--- config.mk ---
export PLATFORM = sky130hd
export DESIGN_NAME = seq_alu
export DESIGN_NICKNAME = d
export VERILOG_FILES = /design/src/rtl/seq_alu.sv
export SDC_FILE = /design/constraint.sdc
export NUM_CORES = 1
export LEC_CHECK = 0
export ABC_AREA = 1
export CAP_MARGIN = 15
export CORE_MARGIN = 2
export CORE_UTILIZATION = 55
export DETAILED_ROUTE_END_ITERATION = 7
export MAX_ROUTING_LAYER = met4
export PLACE_DENSITY_LB_ADDON = 0.05
export SLEW_MARGIN = 20
export SYNTH_ARGS = -nofsm -noshare
export SYNTH_HDL_FRONTEND = slang
export SYNTH_SLANG_ARGS = --single-unit
--- constraint.sdc ---
create_clock -name clk -period 2.62 [get_ports clk]
set_input_delay 0.524 -clock clk [delete_from_list [all_inputs] [get_ports clk]]
set_output_delay 0.524 -clock clk [all_outputs]
set_load 0.01 [all_outputs]
--- src/rtl/seq_alu.sv ---
// rtl/seq_alu.sv - handshaked sequential ALU with iterative shift-add multiplier
module seq_alu #(
   parameter int WIDTH = 8
) (
   input  logic             clk,
   input  logic             rst,
   input  logic             in_valid,
   output logic             in_ready,
   input  logic [WIDTH-1:0] a,
   input  logic [WIDTH-1:0] b,
   input  logic [3:0]       sel,
   output logic             out_valid,
   input  logic             out_ready,
   output logic [WIDTH-1:0] result,
   output logic [3:0]       flags,
   output logic             busy
);

   localparam int CW = $clog2(WIDTH);

   localparam logic [1:0] ST_IDLE = 2'd0;
   localparam logic [1:0] ST_MUL  = 2'd1;
   localparam logic [1:0] ST_DONE = 2'd2;

   localparam logic [3:0] OP_MUL  = 4'd11;
   localparam logic [3:0] OP_MULH = 4'd12;

   localparam logic [WIDTH:0]  AMT_LIMIT = (WIDTH+1)'(WIDTH);
   localparam logic [CW-1:0]   LAST_BIT  = CW'(WIDTH-1);

   logic [1:0]         state_q, state_d;
   logic [WIDTH-1:0]   result_q, result_d;
   logic [3:0]         flags_q, flags_d;
   logic [WIDTH-1:0]   a_q, a_d;
   logic [WIDTH-1:0]   b_q, b_d;
   logic               mulh_q, mulh_d;
   logic [2*WIDTH-1:0] acc_q, acc_d;
   logic [CW-1:0]      count_q, count_d;

   logic               take;
   logic               is_mul_op;
   logic [WIDTH:0]     sum, diff, shl_ext, shr_ext;
   logic [WIDTH-1:0]   sra_res, alu_r;
   logic               alu_c, alu_v, amt_ok;
   logic [3:0]         alu_flags;
   logic [2*WIDTH-1:0] pp, acc_sum;
   logic [WIDTH-1:0]   mul_r;
   logic [3:0]         mul_flags;

   assign in_ready  = (state_q == ST_IDLE) || ((state_q == ST_DONE) && out_ready);
   assign take      = in_valid && in_ready;
   assign is_mul_op = (sel == OP_MUL) || (sel == OP_MULH);
   assign out_valid = (state_q == ST_DONE);
   assign busy      = (state_q == ST_MUL);
   assign result    = result_q;
   assign flags     = flags_q;

   // Single-cycle datapath: result and {V,C,N,Z} straight from the live inputs
   always_comb begin
      sum     = {1'b0, a} + {1'b0, b};
      diff    = {1'b0, a} - {1'b0, b};
      // Extra bit above/below the operand catches the last bit shifted out
      shl_ext = {1'b0, a} << b;
      shr_ext = {a, 1'b0} >> b;
      sra_res = $unsigned($signed(a) >>> b);
      amt_ok  = (b != '0) && ({1'b0, b} < AMT_LIMIT);
      alu_r   = '0;
      alu_c   = 1'b0;
      alu_v   = 1'b0;
      case (sel)
         4'd0: begin
            alu_r = sum[WIDTH-1:0];
            alu_c = sum[WIDTH];
            alu_v = (a[WIDTH-1] == b[WIDTH-1]) && (alu_r[WIDTH-1] != a[WIDTH-1]);
         end
         4'd1: begin
            alu_r = diff[WIDTH-1:0];
            alu_c = diff[WIDTH];
            alu_v = (a[WIDTH-1] != b[WIDTH-1]) && (alu_r[WIDTH-1] != a[WIDTH-1]);
         end
         4'd2: alu_r = a & b;
         4'd3: alu_r = a | b;
         4'd4: alu_r = a ^ b;
         4'd5: alu_r = ~a;
         4'd6: begin
            alu_r = {a[WIDTH-2:0], 1'b0};
            alu_c = a[WIDTH-1];
         end
         4'd7: begin
            alu_r = {1'b0, a[WIDTH-1:1]};
            alu_c = a[0];
         end
         4'd8: begin
            alu_r = shl_ext[WIDTH-1:0];
            alu_c = amt_ok && shl_ext[WIDTH];
         end
         4'd9: begin
            alu_r = shr_ext[WIDTH:1];
            alu_c = amt_ok && shr_ext[0];
         end
         4'd10: begin
            alu_r = sra_res;
            alu_c = amt_ok && shr_ext[0];
         end
         default: alu_r = '0;
      endcase
      alu_flags = {alu_v, alu_c, alu_r[WIDTH-1], (alu_r == '0)};
   end

   // Multiplier step: add the current partial product, select low or high half
   always_comb begin
      pp        = {{WIDTH{1'b0}}, a_q} << count_q;
      acc_sum   = b_q[count_q] ? (acc_q + pp) : acc_q;
      mul_r     = mulh_q ? acc_sum[2*WIDTH-1:WIDTH] : acc_sum[WIDTH-1:0];
      mul_flags = {1'b0, (acc_sum[2*WIDTH-1:WIDTH] != '0), mul_r[WIDTH-1], (mul_r == '0)};
   end

   // Control FSM: IDLE accepts, MUL iterates one bit per cycle, DONE holds the result
   always_comb begin
      state_d  = state_q;
      result_d = result_q;
      flags_d  = flags_q;
      a_d      = a_q;
      b_d      = b_q;
      mulh_d   = mulh_q;
      acc_d    = acc_q;
      count_d  = count_q;
      case (state_q)
         ST_IDLE: ;
         ST_MUL: begin
            acc_d   = acc_sum;
            count_d = count_q + 1'b1;
            if (count_q == LAST_BIT) begin
               result_d = mul_r;
               flags_d  = mul_flags;
               state_d  = ST_DONE;
            end
         end
         ST_DONE: begin
            if (out_ready) begin
               state_d = ST_IDLE;
            end
         end
         default: state_d = ST_IDLE;
      endcase
      // A transfer in DONE overrides the return to IDLE (back-to-back issue)
      if (take) begin
         if (is_mul_op) begin
            a_d     = a;
            b_d     = b;
            mulh_d  = (sel == OP_MULH);
            acc_d   = '0;
            count_d = '0;
            state_d = ST_MUL;
         end else begin
            result_d = alu_r;
            flags_d  = alu_flags;
            state_d  = ST_DONE;
         end
      end
   end

   // State registers with synchronous reset; reset drops any pending result
   always_ff @(posedge clk) begin
      if (rst) begin
         state_q  <= ST_IDLE;
         result_q <= '0;
         flags_q  <= '0;
         a_q      <= '0;
         b_q      <= '0;
         mulh_q   <= 1'b0;
         acc_q    <= '0;
         count_q  <= '0;
      end else begin
         state_q  <= state_d;
         result_q <= result_d;
         flags_q  <= flags_d;
         a_q      <= a_d;
         b_q      <= b_d;
         mulh_q   <= mulh_d;
         acc_q    <= acc_d;
         count_q  <= count_d;
      end
   end

endmodule

==> summary.md <==
The total setup violations reported at the end of the flow was 16. The total length of routed wires is 25400 um, and the logic depth of the worst register-to-register path is 18. The starting density of the core was 0.558. The first global-routing pass estimated 35700 um of wire.

The run gives 0.168 as the post-synthesis sequential area ratio. The time the worst path needs with I/O delays and setup works out to 3.14 ns. The share of final-layout standard cells stronger than drive strength 1 was 0.300; the number of nets produced by synthesis was 1134. Using the TritonRoute via totals, the vias-per-cell ratio works out to 5.84. The quantity of hold-fixing buffers added after cts is 0. For the number of warning messages in the yosys log, the log shows 0. Among cell families on the critical path, the largest total delay comes from simple AND/OR/NAND/NOR gates.

Counting flops with a built-in enable in the synthesized netlist gives 0. Data arrives at the worst endpoint at 3.37 ns. The final reports fail on negative setup slack.

Before CTS, the worst setup slack after placement is -0.398 ns. For this run, the top clock speed supported by timing is 318 MHz. The fraction of registers with async set or reset after synthesis works out to 0. The post-route fraction of the period consumed by the critical path is 1.20.

Setup repair after global routing could not meet its margin everywhere. The synthesized netlist occupies a cell area of 5970 sq um. After routing, the total negative slack on setup checks comes to -3.37 ns. Total power after layout: 2.44 mW.

For the worst setup path, the data required time is 2.85 ns. Classification of the worst setup path: flip-flop to flip-flop. The layout overhead on the synthesized area came out at 44.8%. The later pin in the worst-skew pair is clocked with a latency of 0.34 ns.

The tools report the worst setup slack after layout as -0.522 ns. The die is 108 um tall. The tools report the final-report max-slew violation count as 0.

At the end of routability-driven placement, the weighted congestion stood at 1.04. In this run the number of H-tree levels came out at 2. The tools report the final antenna diode count as 0. The detailed router finished its first iteration with 857 violations.

The number of standard-cell rows in the floorplan was 38; the sum of buffers and inverters on the critical path was 2. After detailed routing, the average wire length per cell comes to 17.7 um. TritonCTS created 5 clock buffers.

The core region area was 10700 sq um; the average instance area after synthesis was 5.60 sq um. Along the worst path, the maximum fanout reaches 7. Clock-pin slew was measured on the worst setup and hold paths at 0.11 ns. Counting the fill cells in the layout gives 753. The die covers 11700 sq um.

Max-capacitance violation count: 0. The tools report the overflow left after global routing as 0. For the via total after detailed routing, the log shows 8358. TritonCTS built the clock tree. The tightest min-delay check is of the flip-flop to flip-flop type. Summed over all instances, the cell type with the most area after synthesis is sky130_fd_sc_hd__nand2_1. The number of I/O port buffers is 38, and the worst slew slack as a fraction of its limit is 0.346. The finished layout holds 1430 standard cells, fillers aside. Across the routed clock network, the largest skew measured is 0.0125 ns. The clock passes through at most 2 buffers. On the critical path, the stage with the largest delay is an instance of sky130_fd_sc_hd__fa_1. The share of the synthesized area in the top cell type works out to 0.200.

For this design the top-level I/O count stands at 39. The overall fraction of global-route tracks in use is 0.404. The flip-flop and latch count after synthesis is 50.

In this run the critical register-to-register path is captured at flags[0]. The signal on the critical path passes through buf_6, inv_2, nand2_1, nor3_1, ha_1, fa_1, nand3_2, nand3_2, xor2_1, nand2_1, o21ai_0, nand2_1, nand2_2, nor2_1, nand3_1, nand2_1, nand2_1, a21oi_2. The pin count of the biggest net entering global routing came out at 25. In this run the critical register-to-register path is launched from count_q[0]. Across the VDD grid, the largest voltage drop is 0.224 mV. The cell count after synthesis came out at 1066. The die is 108 um wide. Final net count: 1357.

The tools report the hold violation count in the final report as 0. The type of element launching the critical path was a flip-flop. In this run the clock root is driven by a sky130_fd_sc_hd__clkbuf_8. The most frequently used flop master after synthesis was sky130_fd_sc_hd__dfxtp_1. For the pin with the worst max-slew slack, the measured transition is 0.970 ns.

In the post-synthesis netlist, the biggest area contributors are sky130_fd_sc_hd__nand2_1, sky130_fd_sc_hd__dfxtp_1, sky130_fd_sc_hd__nand3_1. The tools report the critical path capture point type as a flip-flop. For this run, the detailed router's first-pass iteration total came to 6. For the total leakage power, the log shows 4.28 nW. Counting stages on the worst path, the most repeated cell is sky130_fd_sc_hd__nand2_1. The register-to-register setup slack is -0.52 ns, and the number of cells on the worst hold path is 2. The tools report the unique cell type count in the Yosys netlist as 43. The tools report the via count of the first global-routing pass as 7413. Summing all flip-flop and latch instances after layout gives 1000 sq um. After detailed routing, the number of remaining DRC violations is 0.

The total instance count after detailed placement is 1411. The start point of the critical path was count_q[0]. The run finished, with violations left. The logs give 0 for the number of routed nets with antenna violations and 18200 um for the post-detailed-placement half-perimeter wirelength.

Hold timing on the final database bottoms out at a slack of 0.473 ns. For this run, the slowest stage of the critical path takes 0.50 ns. Dividing total power by cell area gives a power density of 282 nW/um^2.

The tree built by TritonCTS fans out to 50 sinks. The startpoint identified for the worst hold timing path is b_q[2]. For hold timing, the worst endpoint is b_q[2]. The number of antenna violations at the first check in global routing came out at 0. The area of the multi-input gates came out at 4860 sq um.
==> what timing repair did <==
| item | in CTS | in global routing |
|---|---|---|
| cloned | 0 | 0 |
| setup endpoints to repair | 20 | 23 |
| buffers inserted | 4 | 7 |
| pin swaps | 39 | 45 |
| endpoints found under the hold margin | 0 | 0 |
| resized for setup | 77 | 101 |
==> placed cells by master, fill, tap and decap left out, types with 3 or more instances in the layout <==
cell / instances
sky130_fd_sc_hd__clkbuf_8: 6
sky130_fd_sc_hd__inv_1: 119
sky130_fd_sc_hd__dfxtp_1: 49
sky130_fd_sc_hd__a21oi_2: 10
sky130_fd_sc_hd__clkdlybuf4s50_1: 38
sky130_fd_sc_hd__or2_2: 5
sky130_fd_sc_hd__clkinv_1: 3
sky130_fd_sc_hd__inv_2: 16
sky130_fd_sc_hd__o22ai_1: 14
sky130_fd_sc_hd__nor3_1: 14
sky130_fd_sc_hd__nand2_2: 54
sky130_fd_sc_hd__a211oi_1: 3
sky130_fd_sc_hd__ha_4: 8
sky130_fd_sc_hd__nand3_2: 24
sky130_fd_sc_hd__xor2_1: 3
sky130_fd_sc_hd__nand2_1: 273
sky130_fd_sc_hd__ha_1: 31
sky130_fd_sc_hd__nand4_1: 23
sky130_fd_sc_hd__a21oi_1: 36
sky130_fd_sc_hd__mux2i_1: 3
sky130_fd_sc_hd__nand3_1: 110
sky130_fd_sc_hd__fa_1: 3
sky130_fd_sc_hd__o21ai_1: 18
sky130_fd_sc_hd__buf_6: 5
sky130_fd_sc_hd__nor2_4: 8
sky130_fd_sc_hd__nor2_1: 96
sky130_fd_sc_hd__o211ai_1: 14
sky130_fd_sc_hd__and2_4: 3
sky130_fd_sc_hd__nor2_2: 16
sky130_fd_sc_hd__xnor2_1: 3
sky130_fd_sc_hd__buf_4: 200
sky130_fd_sc_hd__o21ai_2: 13
sky130_fd_sc_hd__o21ai_0: 37
==> cells in the mapped netlist, types with 3 or more instances <==
master                     count
sky130_fd_sc_hd__a211oi_1      3
sky130_fd_sc_hd__a21oi_1      46
sky130_fd_sc_hd__a31oi_1       3
sky130_fd_sc_hd__and2_1        4
sky130_fd_sc_hd__buf_2         9
sky130_fd_sc_hd__buf_4         4
sky130_fd_sc_hd__buf_6         3
sky130_fd_sc_hd__clkbuf_1     12
sky130_fd_sc_hd__clkinv_1      3
sky130_fd_sc_hd__dfxtp_1      50
sky130_fd_sc_hd__fa_1          3
sky130_fd_sc_hd__ha_1         41
sky130_fd_sc_hd__inv_1       125
sky130_fd_sc_hd__inv_2        11
sky130_fd_sc_hd__mux2i_1       5
sky130_fd_sc_hd__nand2_1     318
sky130_fd_sc_hd__nand2_2      10
sky130_fd_sc_hd__nand3_1     133
sky130_fd_sc_hd__nand4_1      23
sky130_fd_sc_hd__nor2_1      113
sky130_fd_sc_hd__nor2_2        5
sky130_fd_sc_hd__nor3_1       14
sky130_fd_sc_hd__o211ai_1     14
sky130_fd_sc_hd__o21ai_0      58
sky130_fd_sc_hd__o21ai_1      12
sky130_fd_sc_hd__o22ai_1      14
sky130_fd_sc_hd__or2_2         5
sky130_fd_sc_hd__xnor2_1       3
sky130_fd_sc_hd__xor2_1        3
==> worst max-delay path by stage <==
stage / to / cells after the start
final: flags[0] / 18
after global routing: flags[0] / 18
after global placement: flags[0] / 15
after floorplan: flags[0] / 21
after detailed placement: flags[2] / 17
after CTS: flags[2] / 20
==> report_power, final <==
| group | internal, mW | total (mW) | switching, mW |
|---|---|---|---|
| registers | 0.792 | 0.822 | 0.0295 |
| clock network | 0.218 | 0.522 | 0.304 |
| logic | 0.479 | 1.10 | 0.618 |
| total | 1.49 | 2.44 | 0.951 |
==> through the flow <==
stage	utilization	cell area, sq um
detailed placement	0.735	7870
global placement	0.735	7870
global route	0.808	8650
CTS	0.768	8220
floorplan	-	5980
finish	0.808	8650
==> sequential cells by signal, summed over array words and instances (netlist names) <==
register	flops
count_q	3
acc_q	16
result	8
b_q	8
a_q	8
state_q	2
flags	4
mulh_q	1
==> per-layer routing <==
layer  global-route usage  share of wire  up-vias
met4                0.257          0.075        0
met5                    -              0        -
met2                0.703           0.48      470
li1                     -              -     3946
met1                0.434           0.37     3783
met3               0.0530          0.078      159
==> final cells by class <==
type	count	area share
Multi-Input combinational cell	848	0.563
Timing Repair Buffer	245	0.229
Sequential cell	50	0.116
Inverter	139	0.0606
Tap cell	140	0.0203
Clock buffer	6	0.00955
Clock inverter	2	0.00188
==> kinds of logic after synthesis <==
kind of cell             synth area share
buffers and inverters               0.114
multiplexers                      0.00838
AND/OR/NAND/NOR                     0.455
adder cells (fa/ha/maj)            0.0960
AO/OA/AOI/OAI                       0.151
flip-flops                          0.168
XOR/XNOR                          0.00880
==> worst reg2reg max path, cell delays in order (launching register included) <==
cell	delay, ns
sky130_fd_sc_hd__dfxtp_4	0.41
sky130_fd_sc_hd__buf_6	0.15
sky130_fd_sc_hd__inv_2	0.06
sky130_fd_sc_hd__nand2_1	0.10
sky130_fd_sc_hd__nor3_1	0.07
sky130_fd_sc_hd__ha_1	0.22
sky130_fd_sc_hd__fa_1	0.50
sky130_fd_sc_hd__nand3_2	0.11
sky130_fd_sc_hd__nand3_2	0.11
sky130_fd_sc_hd__xor2_1	0.18
sky130_fd_sc_hd__nand2_1	0.10
sky130_fd_sc_hd__o21ai_0	0.38
sky130_fd_sc_hd__nand2_1	0.20
sky130_fd_sc_hd__nand2_2	0.14
sky130_fd_sc_hd__nor2_1	0.05
sky130_fd_sc_hd__nand3_1	0.07
sky130_fd_sc_hd__nand2_1	0.05
sky130_fd_sc_hd__nand2_1	0.08
sky130_fd_sc_hd__a21oi_2	0.05
Power figures use the tool's default switching activity.
